===== src/rtl/fu_result_queue_pkg.sv =====
// Local definitions for the per-unit CDB result queue: default depth and the
// push/pop operation encoding used to update the pointers and the occupancy.
package fu_result_queue_pkg;

  localparam int unsigned FRQ_DEFAULT_DEPTH = 4;

  typedef enum logic [1:0] {
    OP_IDLE = 2'b00,
    OP_POP  = 2'b01,
    OP_PUSH = 2'b10,
    OP_BOTH = 2'b11
  } queue_op_e;

  function automatic queue_op_e queue_op(input logic push, input logic pop);
    return queue_op_e'({push, pop});
  endfunction

endpackage


===== src/rtl/rv32i_types.sv =====
// Shared RV32I core types. The common data bus carries one completed result
// per cycle from a functional unit back to the ROB and reservation stations.
package rv32i_types;

  typedef struct packed {
    logic        valid;
    logic [3:0]  rob_idx;
    logic [31:0] data;
  } cdb_t;

endpackage


===== src/rtl/fu_result_queue_if.sv =====
// Handshake bundle between one execution unit, its result queue and the CDB
// arbiter. The master side is the producer/arbiter pair; the slave is the queue.
interface fu_result_queue_if #(
  parameter int unsigned DEPTH = 4
);
  localparam int unsigned CNT_W = $clog2(DEPTH + 1);

  logic               flush;
  rv32i_types::cdb_t  in_cdb;
  logic               in_ready;
  rv32i_types::cdb_t  out_cdb;
  logic               ack;
  logic [CNT_W-1:0]   count;

  modport master (
    output flush, in_cdb, ack,
    input  in_ready, out_cdb, count
  );

  modport slave (
    input  flush, in_cdb, ack,
    output in_ready, out_cdb, count
  );

endinterface


===== src/rtl/fu_result_queue.sv =====
// Circular result buffer holding a unit's completed results until its CDB
// arbiter slot acks the head. Flush discards everything in one cycle.
module fu_result_queue
  import rv32i_types::*;
  import fu_result_queue_pkg::*;
#(
  parameter int unsigned DEPTH = FRQ_DEFAULT_DEPTH
) (
  input logic              clk,
  input logic              rst,
  fu_result_queue_if.slave q
);

  localparam int unsigned      PTR_W = $clog2(DEPTH);
  localparam int unsigned      CNT_W = $clog2(DEPTH + 1);
  localparam logic [CNT_W-1:0] FULL  = CNT_W'(DEPTH);

  cdb_t             mem_q [DEPTH];
  logic [PTR_W-1:0] head_q, head_d;
  logic [PTR_W-1:0] tail_q, tail_d;
  logic [CNT_W-1:0] count_q, count_d;

  logic      push;
  logic      pop;
  queue_op_e op;

  // in_ready comes from registered occupancy only, so a pop in a full cycle
  // frees a slot but cannot admit that same cycle's push.
  assign q.in_ready = (count_q != FULL);
  assign push       = q.in_cdb.valid && q.in_ready && !q.flush;
  assign pop        = q.ack && (count_q != '0) && !q.flush;
  assign op         = queue_op(push, pop);

  always_comb begin
    head_d  = head_q;
    tail_d  = tail_q;
    count_d = count_q;
    if (q.flush) begin
      head_d  = '0;
      tail_d  = '0;
      count_d = '0;
    end else begin
      unique case (op)
        OP_PUSH: begin
          tail_d  = tail_q + PTR_W'(1);
          count_d = count_q + CNT_W'(1);
        end
        OP_POP: begin
          head_d  = head_q + PTR_W'(1);
          count_d = count_q - CNT_W'(1);
        end
        OP_BOTH: begin
          head_d = head_q + PTR_W'(1);
          tail_d = tail_q + PTR_W'(1);
        end
        default: ;
      endcase
    end
  end

  // NOTE: state registers use non-blocking assignment so every flop samples
  // the pre-edge values regardless of block ordering.
  always_ff @(posedge clk) begin
    if (rst) begin
      head_q  <= '0;
      tail_q  <= '0;
      count_q <= '0;
    end else begin
      head_q  <= head_d;
      tail_q  <= tail_d;
      count_q <= count_d;
    end
  end

  // NOTE: entry storage has no reset; count gates every read, so stale
  // contents are never visible and the array maps onto plain RAM/flops.
  always_ff @(posedge clk) begin
    if (push) begin
      mem_q[tail_q] <= q.in_cdb;
    end
  end

  assign q.out_cdb = (count_q != '0) ? mem_q[head_q] : '0;
  assign q.count   = count_q;

endmodule


===== src/flat_wrapper.sv =====
// flat-port wrapper written by rule: the top's interface ports become plain ports
module fu_result_queue_flat import rv32i_types::*; import fu_result_queue_pkg::*;
#(
  parameter int unsigned DEPTH = FRQ_DEFAULT_DEPTH
)
  (clk, rst, q_flush, q_in_cdb, q_ack, q_in_ready, q_out_cdb, q_count);
  fu_result_queue_if #(.DEPTH(DEPTH)) q_i ();
  input logic clk;
  input logic rst;
  input wire logic [$bits(q_i.flush)-1:0] q_flush;
  input wire logic [$bits(q_i.in_cdb)-1:0] q_in_cdb;
  input wire logic [$bits(q_i.ack)-1:0] q_ack;
  output wire logic [$bits(q_i.in_ready)-1:0] q_in_ready;
  output wire logic [$bits(q_i.out_cdb)-1:0] q_out_cdb;
  output wire logic [$bits(q_i.count)-1:0] q_count;
  assign q_i.flush = q_flush;
  assign q_i.in_cdb = q_in_cdb;
  assign q_i.ack = q_ack;
  assign q_in_ready = q_i.in_ready;
  assign q_out_cdb = q_i.out_cdb;
  assign q_count = q_i.count;
  fu_result_queue #(.DEPTH(DEPTH)) u_core (.clk(clk), .rst(rst), .q(q_i));
endmodule

===== config.mk =====
export PLATFORM = sky130hd
export DESIGN_NAME = fu_result_queue_flat
export DESIGN_NICKNAME = d
export VERILOG_FILES = /design/src/rtl/fu_result_queue_pkg.sv /design/src/rtl/rv32i_types.sv /design/src/rtl/fu_result_queue_if.sv /design/src/rtl/fu_result_queue.sv /design/src/flat_wrapper.sv
export SDC_FILE = /design/constraint.sdc
export NUM_CORES = 1
export LEC_CHECK = 0
export CORE_MARGIN = 2
export CORE_UTILIZATION = 30
export CTS_BUF_LIST = sky130_fd_sc_hd__clkbuf_16
export DETAILED_ROUTE_END_ITERATION = 8
export MAX_ROUTING_LAYER = met4
export PLACE_DENSITY_LB_ADDON = 0.15
export SLEW_MARGIN = 20
export SYNTH_ARGS = -nofsm -noshare
export SYNTH_HDL_FRONTEND = slang
export SYNTH_SLANG_ARGS = --single-unit

===== constraint.sdc =====
create_clock -name clk -period 2.5 [get_ports clk]
set_clock_uncertainty 0.05 [all_clocks]
set_input_delay 0.75 -clock clk [delete_from_list [all_inputs] [get_ports clk]]
set_output_delay 0.75 -clock clk [all_outputs]
set_load 0.01 [all_outputs]

* Yosys cells after proc, flatten, opt, wreduce, memory -nomap -nowiden
Memories as Yosys holds them, arrays and structs flattened. A register that Yosys moved wholly into a read port is not among the register bits. Cells that the tools add are included.
Cells by class: add/sub/neg operators 4, eq/ne operators 4, mux-type cells 6, reduce and logical (&&, ||, !) cells 10
Operators by type and width (number):
- 2-to-1 mux 37 bit | 1
- case mux 3 bit (2 select lines) | 1
- OR reduction 2 bit | 3
- adder 2 x 1 -> 2 bit, second input constant | 2
- equality test 2 bit, second input constant | 2
- logical AND 1 bit | 4
- 2-to-1 mux 2 bit | 2
- adder 3 x 1 -> 3 bit, second input constant | 1
- != test 3 bit, second input constant | 1
- nonzero test 3 bit | 1
- subtractor 3 x 1 -> 3 bit, second input constant | 1
- equality test 2 x 1 -> 1 bit, second input constant | 1
- 2-to-1 mux 1 bit | 2
- nonzero test 2 bit | 1
- logical NOT 1 bit | 1
Storage, ports and cells: bits in registers 7, memory bits (writable) 148, bits of input ports 41, output and inout bits 41, logic and storage cells 28, memories 1
Memories:
- u_core.mem_q | words 4, width 37, read ports 1, clocked after memory_dff 1, write ports 1, RTL line fu_result_queue.sv:18 | cdb_t mem_q [DEPTH];

* Longest topological paths before layout
Gate-level depths: netlist of the first run.
depth after elaboration 7, mapped depth 10, gate-level depth less buffers 9

* Worst setup path before layout of the first run
Ideal clock, no wire load.
kind register to register, from reg u_core.count_q[2], in the netlist u_core.q.count[2], to reg u_core.count_q[2], in the netlist u_core.q.count[2], library setup time 0.070 ns, arrival time 2.462 ns, data required time 2.380 ns, setup slack -0.082 ns, stages on the path, launching flop included 11, buffers on the path 1, period minus slack after synthesis 2.582 ns, cell sequence dfxtp_1 > or3b_1 > and3b_1 > buf_6 > inv_1 > ha_1 > inv_1 > fa_1 > xor2_1 > or3_2 > a21oi_1
On the way: word-level cells in the longest chain between the ends 5, elaborated cells on any way between the ends 12, those cells by class add/sub: 2; eq/ne: 3; mux: 1; reduce/logical: 6
RTL lines:
- start, declared | RTL line fu_result_queue.sv:21 | logic [CNT_W-1:0] count_q, count_d;
- start signal, assigned | RTL line fu_result_queue.sv:71 | count_q <= count_d;
- != test 3 bit (*) | RTL line fu_result_queue.sv:29 | assign q.in_ready = (count_q != FULL);
- named net q_in_ready | RTL line flat_wrapper.sv:13 | output wire logic [$bits(q_i.in_ready)-1:0] q_in_ready;
- logical AND 1 bit (*) (2 in a row) | RTL line fu_result_queue.sv:30 | assign push = q.in_cdb.valid && q.in_ready && !q.flush;
- equality test 2 x 1 -> 1 bit / equality test 2 bit (equally long branches) | RTL line fu_result_queue.sv:43 | unique case (op)
- case mux 3 bit (2 select lines) / nonzero test 2 bit (equally long branches)
Mark *: on every way through the listed nets, which the timed path passes. The rest lies on a longest branch. A chain may end at the register's enable or synchronous reset.

==> results.json, run 1 <==
{
  "synth_xor_area_share_pct": 0.569,
  "synth_top_family_by_area": "multiplexers",
  "synthSimpleGateAreaFrac_pct": 5.80,
  "synth_nets": 341,
  "seqCellArea_um2": 4640,
  "ys_types": 29,
  "p_leak_nw": 2.80,
  "synthTopCellsByCount": "edfxtp_1 (148), nor2b_1 (35), mux4_2 (34)",
  "timing.critical_path.arrival_ps": 1860,
  "core-area_um2": 20200,
  "firstDrtPassIters": 5,
  "final.setup.worst_slack_ps": -159,
  "yosys.area.top_type": "edfxtp_1",
  "postRouteAntennaNets": 0,
  "fp.dieH_um": 147,
  "drv_slew": 0,
  "overflow": 0,
  "hpwlAfterDp_mm": 7.94,
  "fp.dieW_um": 147,
  "dp.cells": 655,
  "clkLatencyLatePin_ps": 420,
  "slew_headroom_pct": 83.6,
  "htree_num_levels": 4,
  "drt_wl_total_mm": 12.6,
  "tritoncts": "yes",
  "critPathBufInv": 3,
  "clock_tree.buffer_depth": 2,
  "slowest_delay_ps": 500,
  "yosysMostFrequentCell": "edfxtp_1",
  "vias": 3031,
  "worst_path_max_delay_cell": "mux4_2",
  "hold_slack_ps": 452,
  "vdd_drop_max_v": 0.000465,
  "drt_iter0_drc": 107,
  "ys_warn_count": 0,
  "path_max_fanout": 8,
  "synth-seq-cells": 157,
  "port_buffers": 81,
  "fin_crit_ps": 2660,
  "vias_per_cell": 4.32,
  "dpl_cell_area_um2": 7560,
  "gp_congestion": 0.716,
  "start_kind": "flip-flop",
  "syn_area_um2": 6150,
  "fmax_ghz": 0.376,
  "clkTransAtPathRegs_ps": 60,
  "grt_pass1_vias": 3361,
  "setup_viol": 37,
  "critPathRequiredTime_ps": 1700,
  "yosysSeqAreaShare_pct": 75.2,
  "grt_usage_pct": 12.8,
  "fp-row-count": 52,
  "ys_top_cells_by_area": "edfxtp_1 (72%), mux4_2 (12%), nor2b_1 (3.6%)",
  "multi_input_area_um2": 1500,
  "path_class": "flip-flop to output pin",
  "synth_edf_count": 148,
  "endpoint_kind": "output pin",
  "fin_crit_sh_pct": 106,
  "avgRoutedWirePerCell_um": 18.0,
  "reg2reg_slack_ps": 150,
  "hold_viol": 0,
  "yosys-mux-area-fraction_pct": 13.7,
  "area_growth_pct": 34.8,
  "nNetsFinal": 468,
  "status": "finished with violations",
  "drive_above_1_share_pct": 40.4,
  "hp-class": "flip-flop to flip-flop",
  "synth_top_area_share_pct": 72.2,
  "cts-buffers-inserted": 17,
  "worstMarginPinSlew_ps": 243,
  "p_per_area_nw_per_um2": 679,
  "cap_viol_max_count": 0,
  "start_util_pct": 30.5,
  "grt_setup_unrepaired": "true",
  "synthAdderAreaFrac_pct": 1.75,
  "synth_compound_area_share_pct": 0.691,
  "drc": 0,
  "violations": "setup timing",
  "design_area_um2": 8300,
  "hold_buffers": 0,
  "dieArea_um2": 21700,
  "cts_sinks": 157,
  "crit_family": "multiplexers",
  "grt_max_degree": 29,
  "fillers": 1838,
  "cp_cell_sequence": "buf_12, buf_12, mux4_2, nor2b_1, buf_2",
  "cts_root_buffer": "clkbuf_16",
  "final_cells": 702,
  "syn-instance-count": 292,
  "crit_path_frequent_cell": "buf_12",
  "async_flop_share_pct": 0,
  "grt_pass1_wl_mm": 19.4,
  "antenna_found_initial": 1,
  "synthFlopType": "edfxtp_1",
  "syn_avg_cell_area_um2": 21.1,
  "io_pins": 82
}
==> metrics by stage <==
step                total power [W]  utilization (%)  setup TNS, ps  worst slack (ps)
detailed placement          0.00327             37.5          -1740              -559
global placement            0.00326             37.5          -1660              -490
finish                      0.00564             41.1          -4300              -159
global route                0.00584             41.1          -7100              -241
floorplan                   0.00309                -              0              5.10
CTS                         0.00571             41.0          -6650              -259
==> cell usage in the layout, fill, tap and decap left out, types with 2 or more instances in the layout <==
cell	n
a21oi_1	3
and2_4	4
and2b_1	2
buf_12	15
buf_2	24
buf_4	16
buf_6	23
bufinv_16	2
clkbuf_16	17
clkdlybuf4s50_1	42
clkinv_1	3
clkinv_2	3
clkinv_4	2
clkinvlp_4	3
dfxtp_1	4
dfxtp_2	3
dfxtp_4	2
dlygate4sd2_1	2
edfxtp_1	148
ha_1	6
inv_1	7
mux4_2	37
nand2_1	2
nor2_1	7
nor2b_1	22
nor2b_4	13
o21ai_0	3
xor2_1	3
==> where the power goes <==
part	switching [W]	internal [W]	total, W
Clock	0.000974	0.00144	0.00242
Sequential	0.0000106	0.00291	0.00293
Combinational	0.000128	0.000167	0.000296
Total	0.00111	0.00452	0.00564
==> tightest hold or removal path: cells and delay by family, from the launching register on <==
family,cells,cell delay (ps)
AO/OA/AOI/OAI,2,150
flip-flops,1,300
==> routing by layer <==
layer / global-route usage (%) / part of all wire, % / vias to the layer above
met4: 4.76 / 1.5 / 0
met2: 21.5 / 52 / 63
met1: 14.3 / 42 / 1548
li1: - / - / 1405
met5: - / 0 / -
met3: 4.01 / 4.9 / 15
==> what timing repair did <==
item                                    CTS  global route
setup buffers                            12             5
endpoints found under the setup margin   39            38
resized for setup                       193            14
cloned                                    2             0
==> registers in the layout, summed over array words and instances, names as in the netlist, named ones only <==
register and count:
u_core.mem_q 148, u_core.q.count 3, u_core.head_q 2, u_core.tail_q 2
==> cell families after synthesis <==
kind of cell    after synthesis
compound gates                8
xor+xnor                      4
fa+ha+maj                     8
buf+inv                      21
flops                       157
mux                          37
simple gates                 57
==> layout make-up <==
cell class                 instances  area share, %
clock buffer                      17           5.13
antenna                            1         0.0302
sequential                       157           55.9
inverter                           7          0.317
timing repair buffer             122           14.9
tap                              270           4.07
multi-input combinational        114           18.1
clock inverter                    14           1.57
==> path summary, 6_finish.rpt <==
kind | from | endpoint | cells after the start
max reg2reg | u_core.q.count[2] | u_core.q.count[2] | 9
max | flip-flop | q_out_cdb[1] | 5
min | u_core.head_q[1] | flip-flop | 2
min reg2reg | u_core.head_q[1] | flip-flop | 2
Power figures use the tool's default switching activity.
==> run 2, diff against run 1 <==
Settings changed: PLACE_DENSITY set to 0.6, PLACE_DENSITY_LB_ADDON 0.15 to unset, TNS_END_PERCENT set to 5.
==> run 2 against run 1 <==
The run still ends with setup timing left; die area did not move; via count grew 2.6%; wire length decreased by 2.1%; clock power increased by 4%; sequential cell count unchanged; sequential share of layout area increased by 0.53 points; first-iteration DRC count up 69%; combinational power decreased by 6%; design area down 0.94%; register-to-register slack worse by 70 ps; critical path type unchanged; largest power group unchanged.
==> results.json, run 2 (synthesized netlist as in run 1, its figures left out) <==
{
  "status": "finished with violations",
  "violations": "setup timing",
  "endpoint_kind": "output pin",
  "dieArea_um2": 21700,
  "hpwlAfterDp_mm": 7.52,
  "slowest_delay_ps": 480,
  "drt_wl_total_mm": 12.4,
  "gp_congestion": 0.715,
  "hold_buffers": 0,
  "fmax_ghz": 0.367,
  "io_pins": 82,
  "hold_viol": 0,
  "hold_slack_ps": 445,
  "p_per_area_nw_per_um2": 697,
  "crit-reg2reg-launch": "u_core.q.count[0]",
  "drc": 0,
  "min_from": "u_core.tail_q[1]",
  "clockPowerShare_pct": 44.1,
  "cts_root_buffer": "clkbuf_16",
  "setup_viol": 38,
  "grt_pass1_vias": 3424,
  "cts-buffers-inserted": 17,
  "final_cell_mix": "edfxtp_1 (148), clkdlybuf4s50_1 (43), mux4_2 (35), nor2b_1 (31), buf_2 (28)",
  "start_util_pct": 30.5,
  "p_seq_share_pct": 51.1,
  "fin_crit_ps": 2720,
  "path_class": "flip-flop to output pin",
  "final_common_cell": "edfxtp_1",
  "critPathRequiredTime_ps": 1700,
  "crit_family": "multiplexers",
  "grt_max_degree": 25,
  "port_buffers": 81,
  "met1_usage_pct": 15.3,
  "drt_iter0_drc": 181,
  "whs_path_depth": 2,
  "dpl_cell_area_um2": 7520,
  "rr_endpoint": "u_core.q.count[2]",
  "p_comb_share_pct": 4.8,
  "slew_headroom_pct": 81.1,
  "htree_num_levels": 4,
  "core-area_um2": 20200,
  "p_leak_nw": 2.76,
  "grt_setup_unrepaired": "true",
  "cts_sinks": 157,
  "vias": 3110,
  "start_kind": "flip-flop",
  "antenna_cells": 0,
  "p_switching_w": 0.00111,
  "vias_per_cell": 4.47,
  "final.setup.worst_slack_ps": -225,
  "max_flop_register": "u_core.mem_q",
  "power_w": 0.00573,
  "worst_path_max_delay_cell": "mux4_2",
  "critPathBufInv": 3,
  "hp-class": "flip-flop to flip-flop",
  "path_max_fanout": 6,
  "grt_use_met2_pct": 20.7,
  "grt_pass1_wl_mm": 19.6,
  "worstMarginPinSlew_ps": 281,
  "fp.dieW_um": 147,
  "cp_cell_sequence": "buf_6, buf_16, mux4_2, nor2b_1, buf_2",
  "timing.critical_path.arrival_ps": 1920,
  "cap_viol_max_count": 0,
  "nNetsFinal": 462,
  "postRouteAntennaNets": 0,
  "drv_slew": 0,
  "pre_cts_ws_ps": -591,
  "vdd_drop_max_v": 0.000461,
  "clock_tree.buffer_depth": 2,
  "met3_usage_pct": 4.07,
  "overflow": 0,
  "drive_above_1_share_pct": 36.2,
  "holdPathEnd": "u_core.tail_q[1]",
  "design_area_um2": 8220,
  "largest_register_ffs": 148,
  "fin_crit_sh_pct": 109,
  "totalNegativeSetupSlack_ps": -6670,
  "avgRoutedWirePerCell_um": 17.8,
  "tritoncts": "yes",
  "grt_usage_pct": 12.7,
  "reg2regPathDepth": 9,
  "power.internal_w": 0.00462,
  "antenna_found_initial": 0,
  "fp-row-count": 52,
  "firstDrtPassIters": 5,
  "p_sw_share_pct": 19.3,
  "reg2reg_slack_ps": 80,
  "busiest_layer": "met2",
  "clkTransAtPathRegs_ps": 70,
  "fp.dieH_um": 147,
  "area_growth_pct": 33.6,
  "clkLatencyLatePin_ps": 420
}
==> run 2: changes by cell type in the layout (fill, tap and decap cells not counted), moves of 2 or more <==
cell | previous run | this run
buf_6 | 23 | 9
buf_2 | 24 | 28
buf_16 | 0 | 3
inv_1 | 7 | 10
clkinv_2 | 3 | 1
mux4_2 | 37 | 35
nor2b_4 | 13 | 4
mux4_1 | 0 | 2
buf_4 | 16 | 12
clkdlybuf4s15_2 | 0 | 4
nor2b_1 | 22 | 31
==> run 2: layer usage <==
metal,part of all wire (%),up-vias
li1,-,1396
met1,44,1631
met2,51,70
met3,3.8,13
met4,1.2,0
met5,0,-
==> run 2: how the worst max path moves through the flow <==
| stage | endpoint | slack (ps) | cells past startpoint |
|---|---|---|---|
| global route | q_out_cdb[17] | -300 | 5 |
| finish | q_out_cdb[18] | -220 | 5 |
| global placement | u_core.q.count[2] | -480 | 10 |
| floorplan | u_core.q.count[2] | 5 | 10 |
| CTS | q_out_cdb[15] | -270 | 5 |
| detailed placement | u_core.q.count[2] | -590 | 10 |
==> run 2: final cells by class <==
type | instances | area [µm²]
flip-flops and latches | 157 | 4640
multi-input cells | 114 | 1430
well taps | 270 | 338
repair buffers | 116 | 1200
clock buffers | 17 | 425
clock inverters | 15 | 159
fillers | 1847 | 12000
inverters | 7 | 26.3
==> run 2: power by group through the flow <==
| stage | Combinational, W | Clock, W | Sequential [W] |
|---|---|---|---|
| floorplan | 0.000108 | 0 | 0.00298 |
| global placement | 0.000274 | 0 | 0.00298 |
| detailed placement | 0.000280 | 0 | 0.00298 |
| CTS | 0.000281 | 0.00258 | 0.00293 |
| global route | 0.000301 | 0.00272 | 0.00293 |
| finish | 0.000278 | 0.00252 | 0.00293 |
==> run 2: stage by stage <==
step                      utilization, %  cells
final                               40.8    696
after global routing                40.8    696
after CTS                           40.7    696
after detailed placement            37.3    650
after global placement              37.3    650
after floorplan                        -    292
==> run 2: timing repair <==
item,4_1_cts,5_1_grt
buffers inserted,12,0
pin swaps,0,0
gates resized for setup,165,3
cloned,3,0
setup endpoints to repair,39,38
==> run 2: worst reg2reg max path: stages, from the launching register on <==
cell     delay, ps
dfxtp_2        370
or3b_4         400
and3b_1        200
inv_1           60
ha_2           170
inv_1           50
fa_2           330
xor2_1         150
or3_2          430
a21oi_2        140
==> run 3, diff against run 2 <==
Settings changed: CORE_MARGIN 2 to 5, CTS_BUF_LIST sky130_fd_sc_hd__clkbuf_16 to sky130_fd_sc_hd__clkbuf_4.
==> run 3 against run 2 <==
The flow still finishes with violations (setup timing); die area grew 8.3%; count of clock-buffer cells in the layout did not move; clock power decreased by 41%; register-to-register slack is essentially flat; non-clock buffer count decreased by 5; critical path type unchanged; critical endpoint is now q_out_cdb[13].
==> results.json, run 3 (synthesized netlist as in run 1, its figures left out) <==
{
  "cp_cell_sequence": "buf_12, buf_12, buf_12, mux4_2, and2b_1, buf_2",
  "fp.dieW_um": 153,
  "clockPowerShare_pct": 31.6,
  "final_common_cell": "edfxtp_1",
  "drt_iter0_drc": 176,
  "fin_crit_ps": 2840,
  "status": "finished with violations",
  "final_cell_mix": "edfxtp_1 (148), clkdlybuf4s50_1 (43), mux4_2 (37), buf_2 (29), nor2b_1 (25)",
  "vias": 3014,
  "htree_num_levels": 4,
  "critPathRequiredTime_ps": 1700,
  "port_buffers": 81,
  "setup_viol": 37,
  "fmax_ghz": 0.352,
  "grt_setup_unrepaired": "true",
  "nNetsFinal": 457,
  "postRouteAntennaNets": 0,
  "clkTransAtPathRegs_ps": 150,
  "overflow": 0,
  "p_leak_nw": 2.60,
  "firstDrtPassIters": 4,
  "path_max_fanout": 6,
  "drt_wl_total_mm": 12.0,
  "clkLatencyLatePin_ps": 540,
  "final.setup.worst_slack_ps": -344,
  "violations": "setup timing",
  "cap_viol_max_count": 0,
  "max_flop_register": "u_core.mem_q",
  "fin_crit_sh_pct": 114,
  "vdd_drop_max_v": 0.000231,
  "worst_path_max_delay_cell": "mux4_2",
  "p_seq_share_pct": 62.4,
  "area_growth_pct": 27.8,
  "core-area_um2": 20200,
  "p_comb_share_pct": 6.0,
  "dpl_cell_area_um2": 7540,
  "drv_slew": 0,
  "hold_viol": 0,
  "endpoint_kind": "output pin",
  "path_class": "flip-flop to output pin",
  "antenna_found_initial": 1,
  "start_kind": "flip-flop",
  "worstMarginPinSlew_ps": 300,
  "io_pins": 82,
  "timing.critical_path.arrival_ps": 2040,
  "p_switching_w": 0.00102,
  "dieArea_um2": 23500,
  "cts-buffers-inserted": 17,
  "slowest_delay_ps": 480,
  "p_per_area_nw_per_um2": 595,
  "power.internal_w": 0.00366,
  "grt_max_degree": 30,
  "pre_cts_ws_ps": -543,
  "grt_pass1_wl_mm": 19.0,
  "slew_headroom_pct": 79.9,
  "final_cells": 690,
  "hold_buffers": 0,
  "hp-class": "flip-flop to flip-flop",
  "cts_root_buffer": "clkbuf_4",
  "design_area_um2": 7860,
  "largest_register_ffs": 148,
  "p_sw_share_pct": 21.8,
  "drive_above_1_share_pct": 38.4,
  "gp_congestion": 0.720,
  "drc": 0,
  "grt_usage_pct": 11.0,
  "clock_tree.buffer_depth": 2,
  "grt_pass1_vias": 3349,
  "start_util_pct": 30.4,
  "avgRoutedWirePerCell_um": 17.4,
  "fp-row-count": 52,
  "vias_per_cell": 4.37,
  "cts_sinks": 157,
  "critPathBufInv": 4,
  "crit_path_frequent_cell": "buf_12",
  "tritoncts": "yes",
  "fp.dieH_um": 153,
  "crit_family": "multiplexers",
  "dp.cells": 653,
  "hpwlAfterDp_mm": 7.68
}
## run 3: worst paths after layout
| path | startpoint | end | slack, ps | cells after the start |
|---|---|---|---|---|
| setup / recovery | flip-flop | q_out_cdb[13] | -340 | 6 |
| hold / removal | u_core.head_q[1] | flip-flop | 450 | 2 |
| setup reg to reg | u_core.q.count[0] | u_core.q.count[2] | 90 | 9 |
| hold reg to reg | u_core.head_q[1] | flip-flop | 450 | 2 |
## run 3: routing by layer
metal,part of all wire (%),wire length [µm],vias up,global-route usage (%)
met5,0,0,-,-
met3,4.1,489,13,3.17
met1,44,5340,1549,13.6
met2,50,6020,66,17.5
li1,-,-,1386,-
met4,1.3,159,0,3.69
## run 3: power by group through the flow
stage	clock [W]	sequential, W	combinational [W]
finish	0.00148	0.00292	0.000281
global route	0.00167	0.00292	0.000303
global placement	0	0.00298	0.000273
floorplan	0	0.00298	0.000108
CTS	0.00154	0.00292	0.000282
detailed placement	0	0.00298	0.000279
## run 3: layout make-up
cell class                      count  area, µm²
Clock buffer                       17        128
Sequential cell                   157       4640
Timing Repair Buffer              111       1120
Antenna cell                        1       2.50
Inverter                            7       26.3
Fill cell                        1858      12400
Clock inverter                     13        141
Tap cell                          270        338
Multi-Input combinational cell    114       1470
## run 3: what timing repair did
action | CTS | global route
cloned | 2 | 0
gates resized for setup | 173 | 16
pin swaps | 0 | 1
endpoints found under the setup margin | 38 | 38
setup buffers | 5 | 0
## run 3: per-stage QoR
| stage | setup TNS, ps | utilization [%] | hold slack, ps | total power [W] |
|---|---|---|---|---|
| 6_report | -9790 | 38.9 | 451 | 0.00468 |
| 5_1_grt | -14920 | 38.9 | 482 | 0.00490 |
| 4_1_cts | -13930 | 38.7 | 443 | 0.00474 |
| 3_5_place_dp | -2000 | 37.3 | 440 | 0.00326 |
| 3_3_place_gp | -1620 | 37.3 | 420 | 0.00325 |
| 2_1_floorplan | 0 | - | 409 | 0.00309 |
## run 3: tightest hold or removal path: stages (launching register included)
cell and delay [ps]:
dfxtp_1 330, o21ai_0 70, a21oi_1 80
